===== src/rtl/adrv9001_rx_link_ctrl.sv =====
// ADRV9001 receive link bring-up controller.
// Sequences the serdes reset, qualifies valid_in spacing to declare lock,
// retries on timeout, and gates the sample stream so it flows only while locked.
`timescale 1ns/1ps
module adrv9001_rx_link_ctrl #(
    parameter int RST_CYCLES   = 16,
    parameter int LOCK_COUNT   = 64,
    parameter int VALID_PERIOD = 2,
    parameter int TIMEOUT      = 1024,
    parameter int MAX_RETRY    = 3
) (
    input  logic        clk,
    input  logic        rstn,
    input  logic        enable,
    input  logic        valid_in,
    input  logic [31:0] tdata_in,
    output logic        serdes_rst,
    output logic [31:0] m_axis_tdata,
    output logic        m_axis_tvalid,
    output logic        locked,
    output logic        error,
    output logic [3:0]  retry_count,
    output logic [7:0]  loss_count
);

    localparam int              CW        = 16;
    localparam logic [3:0]      VP        = 4'(VALID_PERIOD);
    localparam logic [CW-1:0]   RST_LAST  = CW'(RST_CYCLES - 1);
    localparam logic [CW-1:0]   TMO_LAST  = CW'(TIMEOUT - 1);
    localparam logic [CW-1:0]   LOCK_N    = CW'(LOCK_COUNT);
    localparam logic [3:0]      RETRY_MAX = 4'(MAX_RETRY);

    typedef enum logic [2:0] {
        S_IDLE, S_RESET, S_WAIT_LOCK, S_LOCKED, S_FAIL
    } state_t;

    state_t        r_state;
    logic [CW-1:0] r_rst_cnt;
    logic [CW-1:0] r_tmo_cnt;
    logic [CW-1:0] r_cons_cnt;
    logic [3:0]    r_gap;
    logic [3:0]    r_retry;
    logic [7:0]    r_loss;
    logic          r_serdes_rst;
    logic          r_locked;
    logic          r_error;
    logic          r_tvalid;
    logic [31:0]   r_tdata;

    state_t        w_state_next;
    logic [CW-1:0] w_rst_cnt_next;
    logic [CW-1:0] w_tmo_cnt_next;
    logic [CW-1:0] w_cons_cnt_next;
    logic [3:0]    w_gap_next;
    logic [3:0]    w_retry_next;
    logic [7:0]    w_loss_next;
    logic [3:0]    w_gap_inc;
    logic          w_loss_event;
    logic          w_fwd;

    // Next-state and counter updates; enable low overrides everything.
    always_comb begin
        w_state_next    = r_state;
        w_rst_cnt_next  = r_rst_cnt;
        w_tmo_cnt_next  = r_tmo_cnt;
        w_cons_cnt_next = r_cons_cnt;
        w_gap_next      = r_gap;
        w_retry_next    = r_retry;
        w_loss_next     = r_loss;
        w_gap_inc       = (r_gap == 4'd15) ? 4'd15 : r_gap + 4'd1;
        // A pulse at the wrong spacing, or a silence longer than the period.
        w_loss_event    = (valid_in && (r_gap != VP)) || (!valid_in && (r_gap > VP));

        case (r_state)
            S_IDLE: begin
                w_rst_cnt_next  = '0;
                w_tmo_cnt_next  = '0;
                w_cons_cnt_next = '0;
                w_gap_next      = '0;
                if (enable) begin
                    w_state_next = S_RESET;
                    w_retry_next = '0;
                end
            end
            S_RESET: begin
                w_tmo_cnt_next  = '0;
                w_cons_cnt_next = '0;
                w_gap_next      = '0;
                if (r_rst_cnt == RST_LAST) begin
                    w_state_next   = S_WAIT_LOCK;
                    w_rst_cnt_next = '0;
                end else begin
                    w_rst_cnt_next = r_rst_cnt + CW'(1);
                end
            end
            S_WAIT_LOCK: begin
                w_gap_next     = valid_in ? 4'd1 : w_gap_inc;
                w_tmo_cnt_next = r_tmo_cnt + CW'(1);
                if (valid_in) begin
                    // The first pulse of an attempt has no reference, so it starts a run.
                    if ((r_cons_cnt != '0) && (r_gap == VP)) begin
                        w_cons_cnt_next = r_cons_cnt + CW'(1);
                    end else begin
                        w_cons_cnt_next = CW'(1);
                    end
                end else if (r_gap > VP) begin
                    w_cons_cnt_next = '0;
                end
                // Lock completion takes precedence over a coincident timeout.
                if (w_cons_cnt_next == LOCK_N) begin
                    w_state_next = S_LOCKED;
                end else if (r_tmo_cnt == TMO_LAST) begin
                    if (r_retry < RETRY_MAX) begin
                        w_retry_next = r_retry + 4'd1;
                        w_state_next = S_RESET;
                    end else begin
                        w_state_next = S_FAIL;
                    end
                end
            end
            S_LOCKED: begin
                w_gap_next = valid_in ? 4'd1 : w_gap_inc;
                if (w_loss_event) begin
                    w_state_next    = S_RESET;
                    w_retry_next    = '0;
                    w_cons_cnt_next = '0;
                    w_loss_next     = (r_loss == 8'hFF) ? r_loss : r_loss + 8'd1;
                end
            end
            S_FAIL: begin
                w_state_next = S_FAIL;
            end
            default: begin
                w_state_next = S_IDLE;
            end
        endcase

        if (!enable) begin
            w_state_next    = S_IDLE;
            w_rst_cnt_next  = '0;
            w_tmo_cnt_next  = '0;
            w_cons_cnt_next = '0;
            w_gap_next      = '0;
            w_retry_next    = r_retry;
            w_loss_next     = r_loss;
        end
    end

    // Forward only while staying in LOCKED, so an offending sample is dropped.
    assign w_fwd = (r_state == S_LOCKED) && (w_state_next == S_LOCKED);

    // State, counters and registered outputs.
    always_ff @(posedge clk) begin
        if (!rstn) begin
            r_state      <= S_IDLE;
            r_rst_cnt    <= '0;
            r_tmo_cnt    <= '0;
            r_cons_cnt   <= '0;
            r_gap        <= '0;
            r_retry      <= '0;
            r_loss       <= '0;
            r_serdes_rst <= 1'b1;
            r_locked     <= 1'b0;
            r_error      <= 1'b0;
            r_tvalid     <= 1'b0;
            r_tdata      <= '0;
        end else begin
            r_state      <= w_state_next;
            r_rst_cnt    <= w_rst_cnt_next;
            r_tmo_cnt    <= w_tmo_cnt_next;
            r_cons_cnt   <= w_cons_cnt_next;
            r_gap        <= w_gap_next;
            r_retry      <= w_retry_next;
            r_loss       <= w_loss_next;
            r_serdes_rst <= (w_state_next == S_IDLE) || (w_state_next == S_RESET) ||
                            (w_state_next == S_FAIL);
            r_locked     <= (w_state_next == S_LOCKED);
            r_error      <= (w_state_next == S_FAIL);
            r_tvalid     <= w_fwd && valid_in;
            if (w_fwd && valid_in) begin
                r_tdata <= tdata_in;
            end
        end
    end

    assign serdes_rst    = r_serdes_rst;
    assign m_axis_tdata  = r_tdata;
    assign m_axis_tvalid = r_tvalid;
    assign locked        = r_locked;
    assign error         = r_error;
    assign retry_count   = r_retry;
    assign loss_count    = r_loss;

endmodule


===== config.mk =====
export PLATFORM = sky130hd
export DESIGN_NAME = adrv9001_rx_link_ctrl
export DESIGN_NICKNAME = d
export VERILOG_FILES = /design/src/rtl/adrv9001_rx_link_ctrl.sv
export SDC_FILE = /design/constraint.sdc
export NUM_CORES = 1
export LEC_CHECK = 0
export ABC_AREA = 1
export CORE_ASPECT_RATIO = 1.25
export CORE_MARGIN = 3
export CORE_UTILIZATION = 54
export DETAILED_ROUTE_END_ITERATION = 8
export HOLD_SLACK_MARGIN = 0.05
export PLACE_DENSITY = 0.88
export SLEW_MARGIN = 20
export SYNTH_ARGS = -nofsm -noshare
export SYNTH_HDL_FRONTEND = slang
export SYNTH_SLANG_ARGS = --single-unit

===== constraint.sdc =====
create_clock -name clk -period 2.77 [get_ports clk]
set_clock_uncertainty 0.1 [all_clocks]
set_input_delay 0.4155 -clock clk [delete_from_list [all_inputs] [get_ports clk]]
set_output_delay 0.4155 -clock clk [all_outputs]
set_load 0.01 [all_outputs]

* Yosys cells after proc, flatten, opt, wreduce, memory -nomap -nowiden
Index checks and enable logic that the tools add are counted.
W data, S select, Z words.
** Word-level totals
- Flip-flop bits (word level) :: 103
- Bits of input ports :: 36
- Output and inout port bits :: 48
- Word-level logic and storage cells :: 86
** Cells by class
- Add/sub/neg operators :: 6
- Magnitude comparators :: 2
- Equal/unequal tests :: 18
- Mux-type cells :: 24
- Bitwise gates (word level) :: 1
- Reductions and logical operators :: 23
** Operator list (count)
- $mux W16 :: 6
- $pmux W16 S2 :: 2
- $add A16 B1 Y16 const B :: 3
- $pmux W16 S3 :: 1
- $mux W4 :: 6
- $mux W3 :: 6
- $eq A16 B10 Y1 const B :: 1
- $eq A16 B4 Y1 const B :: 1
- $eq A16 B7 Y1 const B :: 1
- $reduce_bool A16 Y1 :: 1
- $pmux W3 S5 :: 1
- $pmux W4 S3 :: 1
- $eq A3 B2 Y1 const B :: 3
- $add A4 B1 Y4 const B :: 2
- $add A8 B1 Y8 const B :: 1
- $eq A8 B8 Y1 const B :: 1
- $ne A2 B2 Y1 const B :: 4
- $pmux W4 S2 :: 1
- $eq A3 B1 Y1 const B :: 2
- $eq A3 B3 Y1 const B :: 2
- $logic_not A3 Y1 :: 2
- $reduce_and A6 Y1 :: 1
- $reduce_bool A2 Y1 :: 3
- $reduce_bool A3 Y1 :: 2
- other kinds (12) :: 20

* Longest topological paths before layout
Gate-level depths: netlist (run 1).
- Depth in word-level cells :: 12
- Mapped depth :: 21
- Mapped depth without buffers :: 20

* Worst setup path before layout (run 1)
OpenSTA, ideal clock, no wires.
- Path type :: flip-flop to flip-flop
- Start :: register r_gap[0]
- End :: register r_tdata[10] (netlist: m_axis_tdata[10])
- Setup time :: 0.113 ns
- Arrival time :: 2.136 ns
- Required time :: 2.557 ns
- Slack :: 0.422 ns
- Cell stages (with the launch flop) :: 19
- Path buffers :: 2
- Clock period less this slack :: 2.348 ns
- Path through :: dfxtp_1 > inv_1 > ha_1 > inv_1 > nand2_1 > nand3_2 > inv_2 > buf_2 > nand2_1 > o21ai_1 > nor2_1 > nand2_1 > nor2_1 > nand3_1 > nand3_2 > nand2_4 > buf_2 > nor2_1 > nor2_1
** Between the ends
- Cells in the longest elaborated chain, start to end :: 12
- Elaborated cells between the ends (all ways) :: 19
- Those cells by class :: 1 x order compare; 4 x eq/ne; 8 x mux; 6 x reduce/logical
** Ends and longest elaborated chain
- start: declaration :: RTL line 41 : logic [3:0] r_gap;
- start signal: assignment :: RTL line 172 : r_gap <= w_gap_next;
- branches (longest 7 deep; another with $gt A4 B2 Y1)
- $pmux W3 S5 (*) :: RTL line 74 : case (r_state)
- $mux W3 (*) :: RTL line 138 : if (!enable) begin
- $eq A3 B2 Y1 (*) :: RTL line 150 : assign w_fwd = (r_state == S_LOCKED) && (w_state_next == S_LOCKED);
- $logic_and A1 B1 Y1 (*) :: RTL line 150
- $logic_and A1 B1 Y1 (*) :: RTL line 180 : if (w_fwd && valid_in) begin
- end signal: assignment :: RTL line 181 : r_tdata <= tdata_in;
- end: declaration :: RTL line 48 : logic [31:0] r_tdata;
Mark *: on every way between the ends. The select of a mux whose other input is x is not followed.
A chain may end at the register's enable or synchronous reset.

* Worst setup path in the final report (run 1)
- Start :: register r_cons_cnt[1]
- End :: register r_tdata[14] (netlist: m_axis_tdata[14])
** Between the ends
- Cells in the longest elaborated chain, start to end :: 12
- Elaborated cells between the ends (all ways) :: 14
- Those cells by class :: 1 x add/sub; 2 x eq/ne; 7 x mux; 4 x reduce/logical
** Ends and longest elaborated chain
- start: declaration :: RTL line 40 : logic [CW-1:0] r_cons_cnt;
- start signal: assignment :: RTL line 171 : r_cons_cnt <= w_cons_cnt_next;
- branches (longest 3 deep; another with $add A16 B1 Y16)
- $mux W16 (*) :: RTL line 99 : if (valid_in) begin
- $mux W16 (*) :: RTL line 74
- $eq A16 B7 Y1 (*) :: RTL line 110 : if (w_cons_cnt_next == LOCK_N) begin
- $mux W3 (*) :: RTL line 110
- $pmux W3 S5 (*) :: RTL line 74
- $mux W3 (*) :: RTL line 138
- $eq A3 B2 Y1 (*) :: RTL line 150
- $logic_and A1 B1 Y1 (*) :: RTL line 150
- $logic_and A1 B1 Y1 (*) :: RTL line 180
Marked as above.

==> out/metrics.cfg, run 1 <==
[global_route]
grt_pass1_wl_mm = 21.94
grt_pass1_vias = 5100
grt-ovfl-total = 0
grt_usage = 0.2441
antenna_found_initial = 0
grt_max_degree = 38

[setup_path]
reg2reg_to = m_axis_tdata[14]$_SDFFE_PN0P_
path_max_fanout = 25
reg2regPathDepth = 16
path_class = reg2reg
critPathLaunchType = flip-flop
reg2reg_slack_ns = 0.14
cp.arrival_ns = 2.78
endpoint_kind = flip-flop
rr_startpoint = r_cons_cnt[1]$_SDFFE_PN0P_
crit_required_ns = 2.92

[hold_path]
hp-start = r_tmo_cnt[15]$_SDFFE_PN0P_
worst_hold_path.endpoint = r_tmo_cnt[15]$_SDFFE_PN0P_
worstHoldPathCells = 2
worst_hold_path_type = reg2reg

[clock_network]
cts_tree = built
clkTransAtPathRegs_ns = 0.07
cts_made_buffers = 9
hold_buffers = 0
clock-sinks = 103
cts.htree.levels = 3
cts-root-buf = clkbuf_16
insertion_delay_ns = 0.35
cts.path.max_buffers = 2

[detailed_routing]
ant_nets = 0
drc_errors = 0
viasPerCell = 5.219
vias = 5386
first_iter_violations = 337
drt_wl_total_mm = 13.26
wire_per_inst_um = 12.84
dr.pass1.iters = 5

[sta]
finalWorstSetupSlack_ns = 0.1446
fin_setup_tns_ns = 0
finalSetupViolations = 0
worst_pin_slew_ns = 0.4785
finalCriticalPeriod_ns = 2.625
maxSlewViolCount = 0
fmax_ghz = 0.3809
finalCritPeriodShare = 0.9478
max-slew-margin-rel = 0.6806
hold_violations = 0

[finish]
final_cell_mix = nand2_1 (222), nor2_1 (133), dfxtp_1 (100)
n_antenna_cell = 0
num-nets-final = 949
final_cell_area_um2 = 6683
layout_commonest_cell = nand2_1
drive_above_1_share = 0.07371
area_growth_syn_to_layout_pct = 25.76
fill_cells = 779
final_util = 0.7133

[logic_synthesis]
synth_ff_type = dfxtp_1
syn_avg_cell_area_um2 = 6.536
syn_inst = 813
syn-num-nets = 857
synth_cell_types = 44
yosys_warnings = 0
async_flop_share = 0
synth_edf_count = 0
seq_area_frac_synth = 0.3880
syn-cell-area_um2 = 5314
synth_seq_cells = 103

[power_and_ir_drop]
peakVddDrop_mv = 0.3318
power_density_nw_per_um2 = 418.3
p_leak_uw = 0.002660
power_uw = 2795

[place]
place.gp.congestion = 0.8910
place.port_buffers = 83
detailed_place_hpwl_mm = 9.467
pre_cts_ws_ns = -0.03066
dpl_cell_area_um2 = 6367

[run]
cap_viol_max_count = 0

[floorplan]
io_pins = 84
placementRows = 39
coreArea_um2 = 9369
chipWidth_um = 94.73
dieHeight_um = 116.9
dieArea_um2 = 11070
start_util = 0.5672

[status]
status = complete, no violations

-- worst max path at each step --
stage                                          start                            end  slack [ns]  depth (start not counted)
final                     r_cons_cnt[1]$_SDFFE_PN0P_  m_axis_tdata[14]$_SDFFE_PN0P_        0.14                         16
after global routing      r_cons_cnt[1]$_SDFFE_PN0P_   m_axis_tdata[9]$_SDFFE_PN0P_       -0.03                         16
after CTS                 r_cons_cnt[2]$_SDFFE_PN0P_  m_axis_tdata[11]$_SDFFE_PN0P_        0.15                         16
after detailed placement                    valid_in   m_axis_tdata[3]$_SDFFE_PN0P_       -0.03                         17
after global placement                      valid_in   m_axis_tdata[1]$_SDFFE_PN0P_        0.04                         17
after floorplan                r_gap[0]$_SDFFE_PN0P_  m_axis_tdata[10]$_SDFFE_PN0P_        0.42                         18
-- state kept, by name, summed over array words and instances, names as in the netlist --
name           cells
m_axis_tvalid      1
locked             1
r_tmo_cnt         16
r_cons_cnt        16
r_rst_cnt         16
r_state            3
error              1
m_axis_tdata      32
r_gap              4
retry_count        4
loss_count         8
serdes_rst         1
-- critical path: stages (launching register included) --
cell     delay [ns]
dfxtp_2        0.37
ha_1           0.23
nand2_1        0.11
nor2_1         0.24
nand2_1        0.14
xor2_1         0.16
o21ai_1        0.23
nor2_1         0.08
nand2_1        0.08
nor2_2         0.05
nand3_1        0.10
nand3_2        0.15
nand2_4        0.15
buf_12         0.16
nand2_1        0.07
nand2_1        0.07
nor2_1         0.04
-- per-stage QoR --
step                      cells  hold WS, ns
after global placement     1012       0.3496
final                      1032       0.3656
after detailed placement   1012       0.3565
after global routing       1032       0.3961
after floorplan             813       0.3364
after CTS                  1027       0.3657
-- area by class of cell --
cell class	count	area, um^2	area share
clock buffers	10	229.0	0.03426
clock inverters	5	36.28	0.005430
flip-flops and latches	103	2066	0.3091
repair buffers	108	1060	0.1586
well taps	123	153.9	0.02303
multi-input cells	580	2751	0.4117
inverters	103	386.6	0.05785
-- repair_timing --
item	4_1_cts	5_1_grt
resized for setup	0	10
buffers inserted	0	5
setup endpoints to repair	0	33
-- cell usage after synthesis, types with 2 or more instances --
| library cell | count | area share |
|---|---|---|
| a21oi_1 | 55 | 0.052 |
| a221oi_1 | 12 | 0.020 |
| xor2_1 | 4 | 0.0066 |
| or2_2 | 2 | 0.0024 |
| nand4_1 | 8 | 0.0094 |
| o22ai_1 | 4 | 0.0047 |
| buf_2 | 5 | 0.0047 |
| nor2_1 | 136 | 0.096 |
| nand2_2 | 4 | 0.0047 |
| nand3b_1 | 11 | 0.016 |
| nand3_2 | 2 | 0.0038 |
| nor4_1 | 4 | 0.0047 |
| ha_1 | 8 | 0.019 |
| o21bai_1 | 3 | 0.0042 |
| o21ai_1 | 3 | 0.0028 |
| inv_2 | 5 | 0.0035 |
| o21ai_0 | 29 | 0.027 |
| inv_1 | 96 | 0.068 |
| nor3_1 | 17 | 0.016 |
| nand2_1 | 222 | 0.16 |
| a311oi_1 | 2 | 0.0033 |
| clkinv_1 | 2 | 0.0014 |
| clkbuf_1 | 18 | 0.013 |
| a22oi_1 | 3 | 0.0042 |
| nand3_1 | 28 | 0.026 |
| nor2_2 | 2 | 0.0024 |
| o31ai_1 | 4 | 0.0057 |
| buf_6 | 2 | 0.0042 |
| a211oi_1 | 4 | 0.0057 |
| nand2_4 | 2 | 0.0042 |
| dfxtp_1 | 103 | 0.39 |
-- per-layer routing --
layer  global-route usage  share of wire  vias to the layer above
li1                     -              -                     2779
met1               0.2843           0.42                     2427
met4              0.07796          0.017                        0
met2               0.4252           0.48                      156
met5                    0              0                        -
met3              0.07801          0.080                       24
-- cell families (layout without fill, tap and decap cells) --
group | Yosys count | count (layout) | share of synthesized area
simple gates | 443 | 443 | 0.3513
fa+ha+maj | 8 | 8 | 0.01884
flops | 103 | 103 | 0.3880
buf+inv | 130 | 226 | 0.09654
xor+xnor | 5 | 5 | 0.008241
compound gates | 124 | 124 | 0.1370
-- power by group --
part / switching [uW] / total (uW) / leakage, uW / internal (uW)
registers: 3.58 / 1490 / 0.000831 / 1480
logic: 75.5 / 147 / 0.00171 / 71.2
clock network: 557 / 1160 / 0.000121 / 605
Power figures use the tool's default switching activity.
==> run 2: changes to the inputs <==
SLEW_MARGIN = 40   (was 20)
==> results of run 2 <==
Same layout as run 1: the final DEF is identical, and so are final timing and power.
